===== src/rtl/aes_pipe_arbiter_pkg.sv =====
// AES definitions shared by the two-requester pipeline arbiter: block/key types,
// requester tags carried alongside the pipeline, and the round-robin pick.
package aes_pipe_arbiter_pkg;

  typedef logic [127:0] state_t;
  typedef logic [127:0] key_t;

  localparam int NUM_REQ = 2;

  typedef logic req_id_t;

  typedef struct packed {
    logic    valid;
    req_id_t id;
  } pipe_tag_t;

  // A tie goes to the requester that was not granted last.
  function automatic req_id_t rr_pick(input logic [NUM_REQ-1:0] elig, input req_id_t last);
    req_id_t pick;
    if (elig == 2'b11) pick = ~last;
    else if (elig[1])  pick = 1'b1;
    else               pick = 1'b0;
    return pick;
  endfunction

endpackage


===== src/rtl/aes_pipe_arbiter_resp_fifo.sv =====
// First-word-fall-through 128-bit response FIFO with an occupancy count.
// Push and pop in the same cycle are legal at any occupancy.
module aes_resp_fifo #(
  parameter int DEPTH = 4
) (
  input  logic                       clock,
  input  logic                       reset,
  input  logic                       push,
  input  logic [127:0]               push_data,
  input  logic                       pop,
  output logic [127:0]               head,
  output logic                       not_empty,
  output logic [$clog2(DEPTH+1)-1:0] count
);

  localparam int AW = (DEPTH > 1) ? $clog2(DEPTH) : 1;
  localparam int CW = $clog2(DEPTH + 1);

  logic [127:0]  mem [DEPTH];
  logic [AW-1:0] wr_ptr;
  logic [AW-1:0] rd_ptr;
  logic          do_pop;

  function automatic logic [AW-1:0] next_ptr(input logic [AW-1:0] p);
    return (p == AW'(DEPTH - 1)) ? '0 : p + AW'(1);
  endfunction

  assign not_empty = (count != '0);
  assign do_pop    = pop && not_empty;
  assign head      = mem[rd_ptr];

  always_ff @(posedge clock) begin
    if (push) mem[wr_ptr] <= push_data;
  end

  always_ff @(posedge clock) begin
    if (!reset) begin
      wr_ptr <= '0;
      rd_ptr <= '0;
      count  <= '0;
    end else begin
      if (push)   wr_ptr <= next_ptr(wr_ptr);
      if (do_pop) rd_ptr <= next_ptr(rd_ptr);
      case ({push, do_pop})
        2'b10:   count <= count + CW'(1);
        2'b01:   count <= count - CW'(1);
        default: count <= count;
      endcase
    end
  end

endmodule


===== src/rtl/aes_pipe_arbiter.sv =====
// Round-robin sharing of one fixed-latency, non-stallable AES pipeline between two
// requesters. Optional AES_ARB_STATS_EN adds per-requester issue/stall counters.
module aes_pipe_arbiter
  import aes_pipe_arbiter_pkg::*;
#(
  parameter int LATENCY   = 11,
  parameter int OUT_DEPTH = 4
) (
  input  logic                        clock,
  input  logic                        reset,
  input  logic [NUM_REQ-1:0]          req_valid,
  output logic [NUM_REQ-1:0]          req_ready,
  input  state_t [NUM_REQ-1:0]        req_data,
  input  key_t [NUM_REQ-1:0]          req_key,
  output state_t                      pipe_in,
  output key_t                        pipe_key,
  input  state_t                      pipe_out,
  output logic [NUM_REQ-1:0]          resp_valid,
  input  logic [NUM_REQ-1:0]          resp_ready,
  output state_t [NUM_REQ-1:0]        resp_data
`ifdef AES_ARB_STATS_EN
  ,
  output logic [NUM_REQ-1:0][31:0]    issue_count,
  output logic [NUM_REQ-1:0][31:0]    stall_count
`endif
);

  localparam int CW = $clog2(OUT_DEPTH + 1);

  logic [CW-1:0]      fifo_count [NUM_REQ];
  logic [CW-1:0]      inflight   [NUM_REQ];
  logic [CW-1:0]      credit     [NUM_REQ];
  logic [NUM_REQ-1:0] elig;
  logic [NUM_REQ-1:0] grant;
  logic [NUM_REQ-1:0] push;
  logic [NUM_REQ-1:0] pop;
  logic               any_grant;
  req_id_t            grant_id;
  req_id_t            last_id;
  pipe_tag_t          tag_sr [LATENCY+1];

  // Handshake: a request moves on a rising edge where req_valid & req_ready;
  // a response moves where resp_valid & resp_ready. req_ready is combinational
  // and one-hot, never asserted while reset is held low.
  always_comb begin
    grant = '0;
    for (int i = 0; i < NUM_REQ; i++) begin
      credit[i] = CW'(OUT_DEPTH) - fifo_count[i] - inflight[i];
      elig[i]   = req_valid[i] && (credit[i] != '0);
    end
    grant_id = rr_pick(elig, last_id);
    if (reset && (elig != '0)) grant[grant_id] = 1'b1;
  end

  assign req_ready = grant;
  assign any_grant = |grant;
  assign pop       = resp_valid & resp_ready;

  // Tag stage k lines up with the block k cycles after issue; the last stage
  // marks the cycle its result is on pipe_out.
  always_comb begin
    for (int i = 0; i < NUM_REQ; i++)
      push[i] = tag_sr[LATENCY].valid && (tag_sr[LATENCY].id == req_id_t'(i));
  end

  always_ff @(posedge clock) begin
    if (!reset) begin
      for (int s = 0; s <= LATENCY; s++) tag_sr[s] <= '0;
      pipe_in  <= '0;
      pipe_key <= '0;
      last_id  <= 1'b1;
    end else begin
      tag_sr[0] <= '{valid: any_grant, id: grant_id};
      for (int s = 1; s <= LATENCY; s++) tag_sr[s] <= tag_sr[s-1];
      if (any_grant) begin
        pipe_in  <= req_data[grant_id];
        pipe_key <= req_key[grant_id];
        last_id  <= grant_id;
      end
    end
  end

  always_ff @(posedge clock) begin
    if (!reset) begin
      for (int i = 0; i < NUM_REQ; i++) inflight[i] <= '0;
    end else begin
      for (int i = 0; i < NUM_REQ; i++) begin
        case ({grant[i], push[i]})
          2'b10:   inflight[i] <= inflight[i] + CW'(1);
          2'b01:   inflight[i] <= inflight[i] - CW'(1);
          default: inflight[i] <= inflight[i];
        endcase
      end
    end
  end

  for (genvar g = 0; g < NUM_REQ; g++) begin : g_req
    aes_resp_fifo #(.DEPTH(OUT_DEPTH)) u_fifo (
      .clock     (clock),
      .reset     (reset),
      .push      (push[g]),
      .push_data (pipe_out),
      .pop       (pop[g]),
      .head      (resp_data[g]),
      .not_empty (resp_valid[g]),
      .count     (fifo_count[g])
    );
  end

`ifdef AES_ARB_STATS_EN
  always_ff @(posedge clock) begin
    if (!reset) begin
      issue_count <= '0;
      stall_count <= '0;
    end else begin
      for (int i = 0; i < NUM_REQ; i++) begin
        if (grant[i]) issue_count[i] <= issue_count[i] + 32'd1;
        if (req_valid[i] && !req_ready[i]) stall_count[i] <= stall_count[i] + 32'd1;
      end
    end
  end
`endif

endmodule


===== config.mk =====
export PLATFORM = sky130hd
export DESIGN_NAME = aes_pipe_arbiter
export DESIGN_NICKNAME = d
export VERILOG_FILES = /design/src/rtl/aes_pipe_arbiter_pkg.sv /design/src/rtl/aes_pipe_arbiter_resp_fifo.sv /design/src/rtl/aes_pipe_arbiter.sv
export SDC_FILE = /design/constraint.sdc
export NUM_CORES = 1
export LEC_CHECK = 0
export ABC_CLOCK_PERIOD_IN_PS = 5600
export CORE_AREA = 2 2 447 449
export CTS_CLUSTER_SIZE = 25
export DETAILED_ROUTE_END_ITERATION = 10
export DIE_AREA = 0 0 449 451
export PLACE_DENSITY = 0.55
export SETUP_SLACK_MARGIN = 0.4
export SYNTH_ARGS = -nofsm -noshare
export SYNTH_HDL_FRONTEND = slang
export SYNTH_SLANG_ARGS = --single-unit

===== constraint.sdc =====
create_clock -name clock -period 5.6 [get_ports clock]
set_input_delay 1.68 -clock clock [delete_from_list [all_inputs] [get_ports clock]]
set_output_delay 1.68 -clock clock [all_outputs]
set_load 0.02 [all_outputs]

==> flow_metrics.tcl, run 1 <==
set metrics [dict create \
    synth_edf_count 1030 \
    crit_path_start_kind "input pin" \
    netlist.area_leader.share_pct 60.2 \
    slew_headroom_pct 13.8 \
    hold_end "tag_sr[2][3]$_SDFF_PN0_" \
    syn-instance-count 3070 \
    fin_skew_ns 0.0575 \
    drt_iter0_markers 2889 \
    ys_seq_area_share_pct 71.9 \
    die_h_um 451 \
    grt.overflow.total 0 \
    vias 34134 \
    leakage_nw 22.4 \
    timing.rr.end "pipe_key[42]$_SDFFE_PN0P_" \
    cts_sinks 1329 \
    worst_pin_slew_ns 1.29 \
    rsz0062_at_grt "no" \
    cts.path.max_buffers 3 \
    drv_cap 0 \
    holdCritStartpoint "tag_sr[2][1]$_SDFF_PN0_" \
    routed_wl_um 193000 \
    pre_cts_ws_ns 0.515 \
    cts_tree "done" \
    viasPerCell 4.89 \
    dp_hpwl_um 131000 \
    areaGrowthSynthToFinish_pct 37.9 \
    dr.pass1.iters 5 \
    path_max_fanout 3 \
    finalSetupViolations 0 \
    fin_crit_ns 5.07 \
    worstSetupPathType "in -> out" \
    async_flop_share_pct 0 \
    multi_input_area_um2 13000 \
    grt_pass1_wl_um 266000 \
    regArea_um2 36900 \
    drive_gt1_share_pct 13.1 \
    wl_met1_um 71800 \
    fin_crit_sh_pct 90.5 \
    num_io_pins 1162 \
    portBuffers 1161 \
    syn-cell-area_um2 51400 \
    drtAntennaViolNets 0 \
    wl_per_cell_um 27.6 \
    hold_depth 1 \
    ys_ff_latch 1329 \
    peakVddDrop_v 0.000268 \
    grt_usage_pct 18.3 \
    met3_length_um 13800 \
    nets 4835 \
    synth_fp_nets 3743 \
    grt_max_degree 227 \
    antenna_found_initial 57 \
    synthDistinctLibCells 34 \
    htreeDepth 4 \
    finalSetupTns_ns 0 \
    die_area_um2 202000 \
    yosysMostFrequentCell "edfxtp_1" \
    dr_wl_met2_um 98300 \
    cts.clk_slew.worst_paths_ns 0.06 \
    finalPower_mw 23.9 \
    holdWs_ns 0.406 \
    yosys_warnings 0 \
    crit_required_ns 3.92 \
    min_path_type "reg -> reg" \
    syn_area_per_cell_um2 16.7 \
    utilization_pct 35.7 \
    hold_violations 0 \
    slew_viol_final 0 \
    fillers 18973 \
    synthTopCellsByCount "edfxtp_1 (1,030), dfxtp_1 (299), o21ai_0 (264), nand3_1 (257)" \
    highest_layer "met5" \
    die_x_um 449 \
    coreArea_um2 198000 \
    cts_buffers 148 \
    place_congestion 0.867 \
    setup_ws_ns 0.535 \
    std_cell_rows 164 \
    power.density_nw_per_um2 338 \
    start_util_pct 25.9 \
    synth_top_cells_by_area "edfxtp_1 (60%), dfxtp_1 (12%), mux4_2 (11%)" \
    fmax_ghz 0.197 \
    drc 0 \
    clkLatencyLatePin_ns 0.81 \
    r2r_cells 11 \
    rrSetupSlack_ns 1.52 \
    end_kind "output pin" \
    synth_area_leader_cell "edfxtp_1" \
    ys.flop_type "edfxtp_1" \
    ctsHoldBuffers 0 \
    cts-root-buf "clkbuf_16" \
    run_status "completed" \
    cp.arrival_ns 3.39 \
    r2r_start "inflight[1][1]$_DFFE_PP_" \
    first_global_vias 33729 \
]
report_power, final:
| group | internal [mW] | switching (mW) |
|---|---|---|
| sequential | 10.9 | 0.241 |
| clock | 5.63 | 4.15 |
| combinational | 1.23 | 1.78 |
| total | 17.8 | 6.18 |
kinds of logic (layout without fill, tap and decap cells):
| group | after synthesis | count (layout) | share of synthesized area [%] |
|---|---|---|---|
| buf+inv | 314 | 1527 | 2.96 |
| flops | 1329 | 1329 | 71.9 |
| fa+ha+maj | 27 | 27 | 0.701 |
| mux | 256 | 256 | 11.2 |
| xor+xnor | 12 | 12 | 0.205 |
| other cells | 0 | 37 | 0 |
| simple gates | 335 | 335 | 3.32 |
| compound gates | 797 | 797 | 9.73 |
per-layer routing:
| layer | GRT usage, % | up-vias |
|---|---|---|
| li1 | - | 14748 |
| met1 | 20.9 | 17668 |
| met2 | 31.4 | 1374 |
| met3 | 5.32 | 342 |
| met4 | 8.89 | 2 |
| met5 | 0 | - |
registers in the layout, indices dropped and copies added (netlist names), named ones only:
name and count:
pipe_in 128, g_req.u_fifo.rd_ptr 4, inflight 6, tag_sr 24, g_req.u_fifo.wr_ptr 4, g_req.u_fifo.mem 1024, pipe_key 128, g_req.u_fifo.count 6
last_id 1
worst max path at each step:
stage	start	endpoint	slack [ns]	cells past startpoint
floorplan	req_valid[0]	req_ready[1]	1.27	6
global placement	req_valid[0]	req_ready[0]	0.54	6
CTS	flop	resp_data[132]	0.45	3
global route	inflight[1][1]$_DFFE_PP_	req_ready[0]	0.43	9
detailed placement	req_valid[0]	req_ready[0]	0.52	6
finish	req_valid[0]	req_ready[0]	0.53	6
area by class of cell:
| cell class | instances | share of cell area [%] |
|---|---|---|
| inverters | 24 | 0.127 |
| clock inverters | 79 | 1.29 |
| clock buffers | 192 | 5.62 |
| flip-flops and latches | 1329 | 52.1 |
| diodes | 37 | 0.131 |
| well taps | 2656 | 4.69 |
| repair buffers | 1232 | 17.6 |
| multi-input cells | 1427 | 18.4 |
layout by cell type, fill, tap and decap left out, types with 5 or more instances in the layout:
| master | count |
|---|---|
| clkdlybuf4s50_1 | 1160 |
| edfxtp_1 | 1030 |
| dfxtp_1 | 295 |
| o21ai_0 | 260 |
| nand3_1 | 257 |
| mux4_2 | 256 |
| o31ai_1 | 256 |
| a31oi_1 | 256 |
| clkbuf_16 | 149 |
| buf_4 | 45 |
| diode_2 | 37 |
| clkbuf_1 | 34 |
| and2_1 | 28 |
| buf_12 | 26 |
| inv_1 | 24 |
| ha_1 | 24 |
| clkinv_1 | 24 |
| clkinv_2 | 23 |
| nand2_1 | 17 |
| bufinv_16 | 12 |
| clkbuf_8 | 9 |
| nor2_1 | 7 |
| a21boi_0 | 6 |
| clkinv_16 | 6 |
| or3_1 | 5 |
| xor2_1 | 5 |
| xnor2_1 | 5 |
| a21oi_1 | 5 |
| nor3_1 | 5 |
worst max-delay path, cell delays in order:
cell,delay (ns)
clkdlybuf4s50_1,0.48
and2_1,0.22
o21ai_4,0.10
nand2_1,0.10
and2_1,0.18
clkdlybuf4s50_1,0.63
timing repair:
action | 4_1_cts | 5_1_grt
setup endpoints to repair | 2 | 0
endpoints found under the hold margin | 0 | 0
buffers inserted | 1 | 0
resized for setup | 2 | 0
metrics by stage:
| stage | instances | instance area, um2 |
|---|---|---|
| finish | 6976 | 70800 |
| floorplan | 3070 | 51400 |
| global placement | 6667 | 65800 |
| global route | 6971 | 70800 |
| CTS | 6939 | 70700 |
| detailed placement | 6667 | 65800 |
Note: power is estimated with default switching activity, not from simulation.
==> run 2: changes to the inputs <==
--- a/config.mk
+++ b/config.mk
@@ -10,6 +10,7 @@
 export CTS_CLUSTER_SIZE = 25
 export DETAILED_ROUTE_END_ITERATION = 10
 export DIE_AREA = 0 0 449 451
+export HOLD_SLACK_MARGIN = 0.06
 export PLACE_DENSITY = 0.55
 export SETUP_SLACK_MARGIN = 0.4
 export SYNTH_ARGS = -nofsm -noshare
==> results of run 2 <==
Final layout, timing and power as in run 1 (identical DEF).
==> run 3: changes to the inputs <==
--- a/config.mk
+++ b/config.mk
@@ -10,9 +10,8 @@
 export CTS_CLUSTER_SIZE = 25
 export DETAILED_ROUTE_END_ITERATION = 10
 export DIE_AREA = 0 0 449 451
-export HOLD_SLACK_MARGIN = 0.06
+export GPL_TIMING_DRIVEN = 0
 export PLACE_DENSITY = 0.55
-export SETUP_SLACK_MARGIN = 0.4
 export SYNTH_ARGS = -nofsm -noshare
 export SYNTH_HDL_FRONTEND = slang
 export SYNTH_SLANG_ARGS = --single-unit
==> flow_metrics.tcl, run 3 (same netlist as run 1, synthesis figures left out) <==
set metrics [dict create \
    grt.overflow.total 0 \
    cts.path.max_buffers 3 \
    start_util_pct 25.9 \
    pre_cts_ws_ns -0.786 \
    peakVddDrop_v 0.000272 \
    cts_buffers 150 \
    cp.arrival_ns 3.69 \
    cts.clk_slew.worst_paths_ns 0.06 \
    rsz0062_at_grt "no" \
    nets 5079 \
    num_io_pins 1162 \
    run_status "completed" \
    layout.cells.non_filler 7220 \
    crit_required_ns 3.92 \
    multi_input_area_um2 13000 \
    placed_cells 6909 \
    first_global_vias 35652 \
    largest_register_ffs 1024 \
    layout_common_cells "clkdlybuf4s50_1 (1,158), edfxtp_1 (1,030), dfxtp_1 (299), o21ai_0 (264), nand3_1 (257)" \
    path_delay_family "buffers and inverters" \
    dp_hpwl_um 163000 \
    dr.pass1.iters 6 \
    end_kind "output pin" \
    fin_crit_ns 5.37 \
    grt_usage_pct 20.8 \
    timing.rr.end "inflight[1][2]$_DFFE_PP_" \
    fmax_ghz 0.186 \
    crit_path_top_delay_cell "clkdlybuf4s50_1" \
    cts_tree "done" \
    setup_ws_ns 0.230 \
    die_x_um 449 \
    path_cells "clkdlybuf4s50_1, o21a_2, buf_2, buf_4, nand3_1, inv_1, clkdlybuf4s15_2" \
    hold_depth 1 \
    portBuffers 1160 \
    hold_end "tag_sr[1][4]$_SDFF_PN0_" \
    areaGrowthSynthToFinish_pct 39.8 \
    fillers 18918 \
    ctsHoldBuffers 0 \
    coreArea_um2 198000 \
    regArea_um2 36900 \
    drc 0 \
    crit_path_start_kind "input pin" \
    finalSetupTns_ns 0 \
    die_h_um 451 \
    hold_violations 0 \
    r2r_start "inflight[0][1]$_SDFFCE_PN0P_" \
    cts_sinks 1329 \
    die_area_um2 202000 \
    drv_cap 0 \
    vias 35490 \
    power.density_nw_per_um2 335 \
    grt_pass1_wl_um 295000 \
    max_stage_delay_ns 0.51 \
    worst_pin_slew_ns 1.00 \
    slew_viol_final 0 \
    holdCritStartpoint "tag_sr[1][2]$_SDFF_PN0_" \
    final_common_cell "clkdlybuf4s50_1" \
    drt_iter0_markers 2772 \
    top_register "g_req.u_fifo.mem" \
    viasPerCell 4.92 \
    wl_per_cell_um 30.2 \
    worstSetupPathType "in -> out" \
    drive_gt1_share_pct 14.6 \
    min_path_type "reg -> reg" \
    fin_skew_ns 0.0295 \
    cp_num_cells 7 \
    leakage_nw 23.0 \
    std_cell_rows 164 \
    drtAntennaViolNets 0 \
    cts-root-buf "clkbuf_16" \
    place_congestion 0.963 \
    htreeDepth 4 \
    clkLatencyLatePin_ns 0.81 \
    fin_crit_sh_pct 95.9 \
    slew_headroom_pct 33.1 \
    finalSetupViolations 0 \
    reg.largest.list "g_req.u_fifo.mem: 1024 flops, pipe_in: 128 flops, pipe_key: 128 flops" \
    rrSetupSlack_ns 1.33 \
    antenna_found_initial 72 \
    grt_max_degree 49 \
    routed_wl_um 218000 \
    r2r_cells 15 \
    worst-path-buf-inv 5 \
    path_max_fanout 10 \
]
[run 3: cell types whose count changed in the layout (fill, tap and decap cells not counted), moves of 5 or more]
| cell | previous run | this run |
|---|---|---|
| clkbuf_2 | 0 | 9 |
| buf_4 | 45 | 17 |
| buf_12 | 26 | 2 |
| buf_16 | 0 | 21 |
| clkbuf_1 | 34 | 171 |
| buf_6 | 0 | 20 |
| buf_2 | 0 | 112 |
| bufinv_16 | 12 | 7 |
[run 3: how the worst max path moves through the flow]
| stage | startpoint | end | slack (ns) |
|---|---|---|---|
| after global routing | inflight[1][1]$_DFFE_PP_ | req_ready[1] | 0.004 |
| after CTS | flop | resp_data[37] | 0.03 |
| after detailed placement | reset | req_ready[1] | -0.79 |
| final | req_valid[1] | req_ready[1] | 0.23 |
| after floorplan | req_valid[0] | req_ready[1] | 1.27 |
| after global placement | tag_sr[2][7]$_SDFF_PN0_ | g_req[0].u_fifo.mem[0][91]$_DFFE_PP_ | -2.29 |
[run 3: final cells by class]
class	count	share of cell area (%)
Buffer	289	2.02
Multi-Input combinational cell	1427	18.1
Timing Repair Buffer	1185	17.0
Antenna cell	33	0.115
Clock inverter	76	0.979
Tap cell	2656	4.63
Inverter	24	0.125
Sequential cell	1329	51.4
Clock buffer	201	5.64
[run 3: layer usage]
layer	track usage (%)	vias to the layer above	wire, um
li1	-	15274	-
met1	22.5	18350	77400
met2	37.4	1482	115000
met3	5.88	384	15600
met4	9.93	0	10700
met5	0	-	0
[run 3: repair_timing]
| action | in CTS | in global routing |
|---|---|---|
| setup endpoints to repair | 202 | 0 |
| buffers inserted | 2 | 0 |
| gates resized for setup | 21 | 0 |
[run 3: worst register-to-register path, delay by kind of cell (launching register included)]
family                   cells  cell delay [ns]
flip-flops                   1             0.41
AO/OA/AOI/OAI                5             1.48
XOR/XNOR                     2             0.45
adder cells (fa/ha/maj)      3             0.80
buffers and inverters        3             0.55
AND/OR/NAND/NOR              2             0.33
[run 3: report_power, final]
part	internal, mW	total, mW	switching, mW
Sequential	10.9	11.2	0.242
Combinational	1.31	3.30	1.99
Clock	5.45	9.61	4.16
Total	17.7	24.1	6.39
[run 3: per-stage QoR]
step / power, mW / instance area [um2] / hold WS [ns] / util [%]
global placement: 14.6 / 66300 / 0.415 / 33.5
floorplan: 12.7 / 51400 / 0.412 / -
global route: 24.9 / 71800 / 0.438 / 36.2
CTS: 24.3 / 71800 / 0.407 / 36.2
detailed placement: 14.6 / 67000 / 0.418 / 33.8
finish: 24.1 / 71800 / 0.413 / 36.2
